===== config.mk =====
export PLATFORM = sky130hd
export DESIGN_NAME = exe_muldiv_flat
export DESIGN_NICKNAME = d
export VERILOG_FILES = /design/src/rtl/muldiv_pkg.sv /design/src/rtl/exe_muldiv_if.sv /design/src/rtl/muldiv_mul_pipe.sv /design/src/rtl/exe_muldiv.sv /design/src/flat_wrapper.sv
export SDC_FILE = /design/constraint.sdc
export NUM_CORES = 2
export LEC_CHECK = 0
export CORE_ASPECT_RATIO = 0.7
export CORE_MARGIN = 8
export CORE_UTILIZATION = 30
export DETAILED_ROUTE_END_ITERATION = 8
export PLACE_DENSITY = 0.49
export SETUP_SLACK_MARGIN = 0.4
export SYNTH_ARGS = -nofsm -noshare
export SYNTH_HDL_FRONTEND = slang
export SYNTH_SLANG_ARGS = --single-unit

===== constraint.sdc =====
create_clock -name clk -period 10.8 [get_ports clk]
set_input_delay 1.08 -clock clk [delete_from_list [all_inputs] [get_ports clk]]
set_output_delay 1.08 -clock clk [all_outputs]
set_load 0.005 [all_outputs]

===== src/rtl/muldiv_pkg.sv =====
// Shared types for the exe_muldiv multiply/divide unit: op encoding, FSM states, default width.
package muldiv_pkg;

   localparam int XLEN_DEFAULT = 32;

   typedef enum logic [2:0] {
      OP_MUL    = 3'b000,
      OP_MULH   = 3'b001,
      OP_MULHSU = 3'b010,
      OP_MULHU  = 3'b011,
      OP_DIV    = 3'b100,
      OP_DIVU   = 3'b101,
      OP_REM    = 3'b110,
      OP_REMU   = 3'b111
   } op_e;

   typedef enum logic [1:0] {
      S_IDLE = 2'b00,
      S_MUL  = 2'b01,
      S_DIV  = 2'b10,
      S_DONE = 2'b11
   } state_e;

endpackage


===== src/rtl/exe_muldiv_if.sv =====
// Issue/writeback handshake bundle between the execute stage and exe_muldiv.
interface exe_muldiv_if
   import muldiv_pkg::*;
#(
   parameter int XLEN = XLEN_DEFAULT
);
   logic            in_valid;
   logic            in_ready;
   logic [2:0]      op;
   logic [XLEN-1:0] rs1_fwd;
   logic [XLEN-1:0] rs2_fwd;
   logic [4:0]      rd_in;
   logic            out_valid;
   logic            out_ready;
   logic [XLEN-1:0] out_result;
   logic [4:0]      out_rd;
   logic            busy;

   modport master (
      output in_valid, op, rs1_fwd, rs2_fwd, rd_in, out_ready,
      input  in_ready, out_valid, out_result, out_rd, busy
   );

   modport slave (
      input  in_valid, op, rs1_fwd, rs2_fwd, rd_in, out_ready,
      output in_ready, out_valid, out_result, out_rd, busy
   );
endinterface


===== src/rtl/muldiv_mul_pipe.sv =====
// Free-running MUL_LAT-stage multiplier; operand signedness chosen per op, 2*XLEN-bit product.
module muldiv_mul_pipe #(
   parameter int XLEN    = 32,
   parameter int MUL_LAT = 2
) (
   input  logic              clk,
   input  logic              reset,
   input  logic [XLEN-1:0]   a,
   input  logic [XLEN-1:0]   b,
   input  logic              a_signed,
   input  logic              b_signed,
   output logic [2*XLEN-1:0] product
);
   logic [2*XLEN-1:0] a_ext_s;
   logic [2*XLEN-1:0] b_ext_s;
   logic [2*XLEN-1:0] stage_d [MUL_LAT];
   logic [2*XLEN-1:0] stage_q [MUL_LAT];

   // Extending both operands to 2*XLEN makes the low 2*XLEN product bits exact for any sign mix.
   always_comb begin
      a_ext_s    = {{XLEN{a_signed & a[XLEN-1]}}, a};
      b_ext_s    = {{XLEN{b_signed & b[XLEN-1]}}, b};
      stage_d[0] = a_ext_s * b_ext_s;
      for (int i = 1; i < MUL_LAT; i++) begin
         stage_d[i] = stage_q[i-1];
      end
   end

   always_ff @(posedge clk) begin
      if (reset) begin
         for (int i = 0; i < MUL_LAT; i++) begin
            stage_q[i] <= '0;
         end
      end else begin
         stage_q <= stage_d;
      end
   end

   assign product = stage_q[MUL_LAT-1];

endmodule


===== src/rtl/exe_muldiv.sv =====
// Single-op RV32M/RV64M multiply/divide unit (IDLE/MUL/DIV/DONE) with a restoring radix-2 divider.
// Build option MULDIV_EARLY_OUT_EN: divide-by-zero and signed overflow finish 2 cycles after accept.
module exe_muldiv
   import muldiv_pkg::*;
#(
   parameter int XLEN    = XLEN_DEFAULT,
   parameter int MUL_LAT = 2
) (
   input  logic        clk,
   input  logic        reset,
   input  logic        flush,
   exe_muldiv_if.slave bus
);
   localparam int              CW       = 7;
   localparam logic [CW-1:0]   DIV_ITER = CW'(XLEN);
   localparam logic [CW-1:0]   MUL_LOAD = CW'(MUL_LAT - 1);
   localparam logic [XLEN-1:0] MOST_NEG = {1'b1, {(XLEN-1){1'b0}}};

   state_e          state_q, state_d;
   logic [CW-1:0]   cnt_q, cnt_d;
   op_e             op_q, op_d;
   logic [4:0]      rd_q, rd_d;
   logic [XLEN-1:0] rs1_q, rs1_d;
   logic [XLEN-1:0] dvs_q, dvs_d;
   logic [XLEN-1:0] quo_q, quo_d;
   logic [XLEN-1:0] rem_q, rem_d;
   logic [XLEN-1:0] res_q, res_d;
   logic            q_neg_q, q_neg_d, r_neg_q, r_neg_d;
   logic            dz_q, dz_d, ovf_q, ovf_d;

   op_e               op_in_s;
   logic              sgn_in_s, a_neg_s, b_neg_s, dz_in_s, ovf_in_s;
   logic              mul_a_signed_s, mul_b_signed_s, ge_s, is_rem_s;
   logic [XLEN-1:0]   a_mag_s, b_mag_s;
   logic [XLEN:0]     rem_sh_s;
   logic [CW-1:0]     div_load_s;
   logic [2*XLEN-1:0] prod_s;

   function automatic logic [XLEN-1:0] neg(input logic [XLEN-1:0] v);
      return ~v + XLEN'(1);
   endfunction

   muldiv_mul_pipe #(.XLEN(XLEN), .MUL_LAT(MUL_LAT)) u_mul (
      .clk      (clk),
      .reset    (reset),
      .a        (bus.rs1_fwd),
      .b        (bus.rs2_fwd),
      .a_signed (mul_a_signed_s),
      .b_signed (mul_b_signed_s),
      .product  (prod_s)
   );

   always_comb begin
      op_in_s        = op_e'(bus.op);
      sgn_in_s       = (op_in_s == OP_DIV) || (op_in_s == OP_REM);
      a_neg_s        = sgn_in_s & bus.rs1_fwd[XLEN-1];
      b_neg_s        = sgn_in_s & bus.rs2_fwd[XLEN-1];
      a_mag_s        = a_neg_s ? neg(bus.rs1_fwd) : bus.rs1_fwd;
      b_mag_s        = b_neg_s ? neg(bus.rs2_fwd) : bus.rs2_fwd;
      dz_in_s        = (bus.rs2_fwd == '0);
      ovf_in_s       = sgn_in_s && (bus.rs1_fwd == MOST_NEG) && (bus.rs2_fwd == '1);
      mul_a_signed_s = (op_in_s != OP_MULHU);
      mul_b_signed_s = (op_in_s == OP_MUL) || (op_in_s == OP_MULH);
      rem_sh_s       = {rem_q, quo_q[XLEN-1]};
      ge_s           = (rem_sh_s >= {1'b0, dvs_q});
      is_rem_s       = (op_q == OP_REM) || (op_q == OP_REMU);
   end

`ifdef MULDIV_EARLY_OUT_EN
   assign div_load_s = (dz_in_s || ovf_in_s) ? CW'(1) : DIV_ITER;
`else
   assign div_load_s = DIV_ITER;
`endif

   always_comb begin
      state_d = state_q;
      cnt_d   = cnt_q;
      op_d    = op_q;
      rd_d    = rd_q;
      rs1_d   = rs1_q;
      dvs_d   = dvs_q;
      quo_d   = quo_q;
      rem_d   = rem_q;
      res_d   = res_q;
      q_neg_d = q_neg_q;
      r_neg_d = r_neg_q;
      dz_d    = dz_q;
      ovf_d   = ovf_q;
      case (state_q)
         S_IDLE: begin
            if (bus.in_valid) begin
               op_d    = op_in_s;
               rd_d    = bus.rd_in;
               rs1_d   = bus.rs1_fwd;
               dvs_d   = b_mag_s;
               quo_d   = a_mag_s;
               rem_d   = '0;
               q_neg_d = a_neg_s ^ b_neg_s;
               r_neg_d = a_neg_s;
               dz_d    = dz_in_s;
               ovf_d   = ovf_in_s;
               state_d = bus.op[2] ? S_DIV : S_MUL;
               cnt_d   = bus.op[2] ? div_load_s : MUL_LOAD;
            end else begin
               state_d = S_IDLE;
            end
         end
         S_MUL: begin
            if (cnt_q == '0) begin
               res_d   = (op_q == OP_MUL) ? prod_s[XLEN-1:0] : prod_s[2*XLEN-1:XLEN];
               state_d = S_DONE;
            end else begin
               cnt_d = cnt_q - CW'(1);
            end
         end
         S_DIV: begin
            if (cnt_q != '0) begin
               rem_d = ge_s ? (rem_sh_s[XLEN-1:0] - dvs_q) : rem_sh_s[XLEN-1:0];
               quo_d = {quo_q[XLEN-2:0], ge_s};
               cnt_d = cnt_q - CW'(1);
            end else begin
               // Corner cases override whatever the iterations left behind.
               if (dz_q) begin
                  res_d = is_rem_s ? rs1_q : '1;
               end else if (ovf_q) begin
                  res_d = is_rem_s ? '0 : rs1_q;
               end else if (is_rem_s) begin
                  res_d = r_neg_q ? neg(rem_q) : rem_q;
               end else begin
                  res_d = q_neg_q ? neg(quo_q) : quo_q;
               end
               state_d = S_DONE;
            end
         end
         S_DONE: begin
            if (bus.out_ready) begin
               state_d = S_IDLE;
            end else begin
               state_d = S_DONE;
            end
         end
         default: begin
            state_d = S_IDLE;
         end
      endcase
      if (flush) begin
         state_d = S_IDLE;
         cnt_d   = '0;
      end else begin
         cnt_d = cnt_d;
      end
   end

   always_ff @(posedge clk) begin
      if (reset) begin
         state_q <= S_IDLE;
         cnt_q   <= '0;
         op_q    <= OP_MUL;
         rd_q    <= '0;
         rs1_q   <= '0;
         dvs_q   <= '0;
         quo_q   <= '0;
         rem_q   <= '0;
         res_q   <= '0;
         q_neg_q <= 1'b0;
         r_neg_q <= 1'b0;
         dz_q    <= 1'b0;
         ovf_q   <= 1'b0;
      end else begin
         state_q <= state_d;
         cnt_q   <= cnt_d;
         op_q    <= op_d;
         rd_q    <= rd_d;
         rs1_q   <= rs1_d;
         dvs_q   <= dvs_d;
         quo_q   <= quo_d;
         rem_q   <= rem_d;
         res_q   <= res_d;
         q_neg_q <= q_neg_d;
         r_neg_q <= r_neg_d;
         dz_q    <= dz_d;
         ovf_q   <= ovf_d;
      end
   end

   assign bus.in_ready   = (state_q == S_IDLE);
   assign bus.out_valid  = (state_q == S_DONE);
   assign bus.busy       = (state_q != S_IDLE);
   assign bus.out_result = res_q;
   assign bus.out_rd     = rd_q;

endmodule


===== src/flat_wrapper.sv =====
// flat-port wrapper written by rule: the top's interface ports become plain ports
module exe_muldiv_flat import muldiv_pkg::*;
#(
   parameter int XLEN    = XLEN_DEFAULT,
   parameter int MUL_LAT = 2
)
  (clk, reset, flush, bus_in_valid, bus_op, bus_rs1_fwd, bus_rs2_fwd, bus_rd_in, bus_out_ready, bus_in_ready, bus_out_valid, bus_out_result, bus_out_rd, bus_busy);
  exe_muldiv_if #(.XLEN(XLEN)) bus_i ();
  input  logic clk;
  input  logic reset;
  input  logic flush;
  input wire logic [$bits(bus_i.in_valid)-1:0] bus_in_valid;
  input wire logic [$bits(bus_i.op)-1:0] bus_op;
  input wire logic [$bits(bus_i.rs1_fwd)-1:0] bus_rs1_fwd;
  input wire logic [$bits(bus_i.rs2_fwd)-1:0] bus_rs2_fwd;
  input wire logic [$bits(bus_i.rd_in)-1:0] bus_rd_in;
  input wire logic [$bits(bus_i.out_ready)-1:0] bus_out_ready;
  output wire logic [$bits(bus_i.in_ready)-1:0] bus_in_ready;
  output wire logic [$bits(bus_i.out_valid)-1:0] bus_out_valid;
  output wire logic [$bits(bus_i.out_result)-1:0] bus_out_result;
  output wire logic [$bits(bus_i.out_rd)-1:0] bus_out_rd;
  output wire logic [$bits(bus_i.busy)-1:0] bus_busy;
  assign bus_i.in_valid = bus_in_valid;
  assign bus_i.op = bus_op;
  assign bus_i.rs1_fwd = bus_rs1_fwd;
  assign bus_i.rs2_fwd = bus_rs2_fwd;
  assign bus_i.rd_in = bus_rd_in;
  assign bus_i.out_ready = bus_out_ready;
  assign bus_in_ready = bus_i.in_ready;
  assign bus_out_valid = bus_i.out_valid;
  assign bus_out_result = bus_i.out_result;
  assign bus_out_rd = bus_i.out_rd;
  assign bus_busy = bus_i.busy;
  exe_muldiv #(.XLEN(XLEN), .MUL_LAT(MUL_LAT)) u_core (.clk(clk), .reset(reset), .flush(flush), .bus(bus_i));
endmodule

== Yosys cells after proc, flatten, opt, wreduce, memory -nomap -nowiden ==
Cells that the tools add are included.

* Register bits: 309
* Input bits: 77

* Add/sub/neg operators: 6
* $mul: 1
* Order comparisons: 1
* Equal/unequal tests: 16
* Multiplexer cells: 31
* Bitwise logic cells: 9
* Reductions and logical operators: 21

{| class="wikitable"
|+ Operator list
! cell !! count
|-
| $mux 32 || 17
|-
| $pmux 32 s2 || 3
|-
| $add 32x1->32 const B || 4
|-
| $not 32->32 || 4
|-
| $eq 32x32->1 const B || 2
|-
| $mul 33x33->64 || 1
|-
| $ge 33x32->1 || 1
|-
| $logic_not 32->1 || 1
|-
| $sub 32x32->32 || 1
|-
| $mux 7 || 3
|-
| $pmux 7 s3 || 1
|-
| $eq 3x3->1 const B || 4
|-
| $mux 2 || 5
|-
| $pmux 2 s4 || 1
|-
| $logic_not 7->1 || 1
|-
| $reduce_bool 7->1 || 1
|-
| $sub 7x1->7 const B || 1
|-
| $logic_not 3->1 || 2
|-
| $mux 6 || 1
|-
| $ne 2x2->1 const B || 3
|-
| $reduce_and 3->1 || 2
|-
| $reduce_bool 2->1 || 3
|-
| $and 1x1->1 || 4
|-
| $eq 2x2->1 const B || 2
|-
| other kinds (12) || 17
|}

== Longest topological paths before layout ==
* Word-level depth: 8
* Mapped depth: 32

== Modules after synthesis ==
A second synthesis with hierarchy kept.

* Cells, all modules: 6177
* Area, all modules: 53981.8 um2

{| class="wikitable"
|+ Modules (own cells, without submodules)
! module !! times used !! cells each !! area an instance (um2) !! sequential area each (um2)
|-
| muldiv_mul_pipe || 1 || 4380 || 40812.9 || 2562.5
|-
| exe_muldiv || 1 || 1797 || 13168.9 || 3623.5
|}

== Worst setup path after synthesis ==
Ideal clock, no wire load.

* Path type: input -> register
* Start point: in bus_op[2]
* End point: reg u_core.u_mul.stage_q (netlist bit u_core.u_mul.stage_d[54])
* Arrival time: 8580 ps
* Data required time: 10672 ps
* Setup slack: 2092 ps
* Cell stages on the path: 29
* Path buffers: 2
* Cells stage by stage: inv_1 > nand3_1 > and2_1 > clkbuf_1 > nand2_1 > inv_1 > fa_1 > inv_1 > fa_1 > inv_1 > fa_1 > inv_1 > fa_1 > fa_1 > fa_1 > fa_1 > inv_1 > fa_1 > ha_1 > clkbuf_1 > and4_1 > nand4_1 > a2111oi_0 > a31oi_1 > a311oi_1 > nor2_1 > o211ai_1 > xnor2_1 > nor2_1

* Word-level cells in the longest chain between the ends: 4
* Elaborated cells on any way between the ends: 7

{| class="wikitable"
|+ Ends and longest elaborated chain
! item !! RTL line !! text
|-
| start: declaration || flat_wrapper.sv:13 || <nowiki>input wire logic [$bits(bus_i.op)-1:0] bus_op;</nowiki>
|-
| $eq 3x1->1 / $logic_not 3->1 (equally long branches) || exe_muldiv.sv:63 || <nowiki>mul_b_signed_s = (op_in_s == OP_MUL) || (op_in_s == OP_MULH);</nowiki>
|-
| $logic_or 1x1->1 || exe_muldiv.sv:63 ||
|-
| $and 1x1->1 || muldiv_mul_pipe.sv:22 || <nowiki>b_ext_s = {{XLEN{b_signed & b[XLEN-1]}}, b};</nowiki>
|-
| $mul 33x33->64 * || muldiv_mul_pipe.sv:23 || <nowiki>stage_d[0] = a_ext_s * b_ext_s;</nowiki>
|-
| end signal: assignment || muldiv_mul_pipe.sv:35 || <nowiki>stage_q <= stage_d;</nowiki>
|-
| end: declaration || muldiv_mul_pipe.sv:17 || <nowiki>logic [2*XLEN-1:0] stage_q [MUL_LAT];</nowiki>
|}

Every way passes the cells marked *; elsewhere a longest branch is shown, timed or not.
A chain may end at the register's enable or synchronous reset.

== Final worst setup path ==
* Start point: in bus_op[2]
* End point: reg u_core.u_mul.stage_q (netlist bit u_core.u_mul.stage_d[62])

Same word-level chain as after synthesis.

==> results.cfg <==
[logic_synthesis]
synth_area_um2 = 53500
synth_compound_area_share_pct = 8.75
synthCells = 6126
synth_top_family_by_area = adder cells
synth_area_per_cell_um2 = 8.73
yosysWarnings = 0
ys_seq_area_share_pct = 11.6
synth_mux_area_share_pct = 0.620
synth_most_common_cell = inv_1
synth_top_area_share_pct = 42.2
synth_seq_cells = 309
yosys.area.top_type = fa_1
synth-edff-count = 0
synth_cell_type_count = 78
ys_top_cells_by_area = fa_1, dfxtp_1, inv_1
synth_nets = 7583
synthSimpleGateAreaFrac_pct = 16.7
synthArstFlopShare_pct = 0
synthAdderAreaFrac_pct = 48.1
yosys-top-cells-count = inv_1, fa_1, nand2_1, and2_1, clkbuf_1
synthFlopType = dfxtp_1
synthXorXnorAreaFrac_pct = 3.47

[timing]
worst_pin_slew_ns = 1.32
timing.final.crit_share_pct = 87.6
setup_viol = 0
slew_viol_final = 0
grt_setup_unrepaired = false
fin_setup_tns_ns = 0
finalHoldViolations = 0
fin_worst_skew_ns = 0.0286
fmax_mhz = 106
slew_headroom_pct = 11.9
period_minus_slack_ns = 9.46

[placed_design]
dp.final_hpwl_um = 157000
numPortBuffers = 116
place_area_um2 = 57000
place.gp.congestion = 0.916

[critical_path]
critPathKind = input port to register
worstPathArrival_ns = 9.88
critical_path_required_ns = 11.22
startpoint = bus_op[2]
path_buf_inv = 8
critPathTopFamily = adder cells
slowest_delay_ns = 0.69
slowest_stage = a2111oi_0
endpoint_kind = register
critPathMaxFanout = 18
r2r-start = u_core.rem_q[9]
cp_common_cell = fa_1
cp-start-kind = input port

[global_route]
first_global_vias = 43500
grt-ovfl-total = 0
grt.total_usage_pct = 20.7
antenna_found_initial = 39
grt_max_degree = 197
grt_pass1_wl_um = 299000

[die]
dieArea_um2 = 192000
start_util_pct = 30.2
core_area_um2 = 177000
placementRows = 129
io_pins = 117
die_w_um = 521
die_y_um = 369

[run_status]
status = finished, final reports clean

[job]
max_cap_violations = 0

[clock_tree]
cts_buffer_depth = 3
clk_latency_ns = 0.58
clk_root_buffer_cell = clkbuf_16
cts.sinks = 309
cts_tree = yes
numCtsBuffers = 37
cts_resized = 0
postCtsSetupRepairBufs = 0
hold_buffers = 0
htree_levels = 2
clk_pin_slew_ns = 0.06

[routing]
vias = 42400
ant_nets = 0
avgRoutedWirePerCell_um = 23.9
drc = 0
vias_per_cell = 5.03
firstDrtPassIters = 6
routed_wirelength_um = 202000
drt_iter0_markers = 4312

[cells_and_area]
nets = 7483
drive_gt1_share_pct = 5.10
areaGrowthSynthToFinish_pct = 8.94
final_area_um2 = 58200
fin_util_pct = 32.9

[min_path]
hp-start = u_core.u_mul.stage_d[21]
hp-class = register to register
==> final timing paths <==
path	end	slack [ns]	depth (start not counted)
hold / removal	u_core.u_mul.product[21]	0.43	1
setup reg to reg	u_core.rem_q[9]	6.41	10
setup / recovery	u_core.u_mul.stage_d[62]	1.34	27
hold reg to reg	u_core.u_mul.product[21]	0.43	1
==> registers in the layout, indices dropped and copies added, names as in the netlist, 2 cells and up <==
register and cells:
u_core.u_mul.product 64, u_core.state_q 2, u_core.cnt_q 7, u_core.rem_q 32, u_core.rs1_q 32, u_core.u_mul.stage_d 64
u_core.op_q 3, u_core.bus.out_rd 5, u_core.dvs_q 32, u_core.quo_q 32, u_core.bus.out_result 32
==> metrics by stage <==
step                instances  setup WS (ns)  hold slack [ns]
floorplan                6126           2.09            0.414
global placement         8345          0.776            0.416
detailed placement       8345          0.832            0.420
CTS                      8412           1.41            0.434
global route             8412           1.01            0.447
finish                   8424           1.34            0.432
==> layer usage <==
metal	track usage, %	share of wire (%)
met2	28.0	38
met4	3.79	2.1
met1	31.9	48
met5	0	0.032
met3	6.61	12
==> worst register-to-register path, stage by stage (launching register included) <==
cell	delay, ns
dfxtp_1	0.62
ha_1	0.31
and2_1	0.24
nand4_1	0.20
o31ai_1	0.71
a21oi_1	0.21
a21oi_1	0.53
a41o_1	0.69
nor2_1	0.42
a22oi_1	0.24
o21ai_0	0.11
==> cells in the final DEF (no fill, tap or decap), drive strengths merged, types with 24 or more instances in the layout <==
master,instances
a211oi,49
a21o,46
a21oi,248
a22oi,32
and2,344
and3,28
buf,190
clkbuf,48
clkdlybuf4s50,60
dfxtp,309
fa,1126
ha,254
inv,1153
nand2,980
nand3,38
nand4,24
nor2,251
nor2b,94
nor3,35
o211ai,35
o21ai,164
o31ai,31
xnor2,118
xor2,94
==> logic make-up after synthesis <==
| family | count (synthesis) |
|---|---|
| mux | 31 |
| fa+ha+maj | 1380 |
| compound gates | 744 |
| buf+inv | 1539 |
| simple gates | 1911 |
| xor+xnor | 212 |
| flops | 309 |
==> layout make-up <==
type | instances | area (um2)
Fill cell | 18700 | 119000
Multi-Input combinational cell | 4278 | 41500
Sequential cell | 309 | 6190
Inverter | 1150 | 4320
Tap cell | 2358 | 2950
Timing Repair Buffer | 250 | 1970
Clock buffer | 48 | 1020
Clock inverter | 19 | 221
Antenna cell | 12 | 30.0
Power is not shown: default switching activity piles up to over one toggle a cycle in this logic, so the estimate is an artifact.
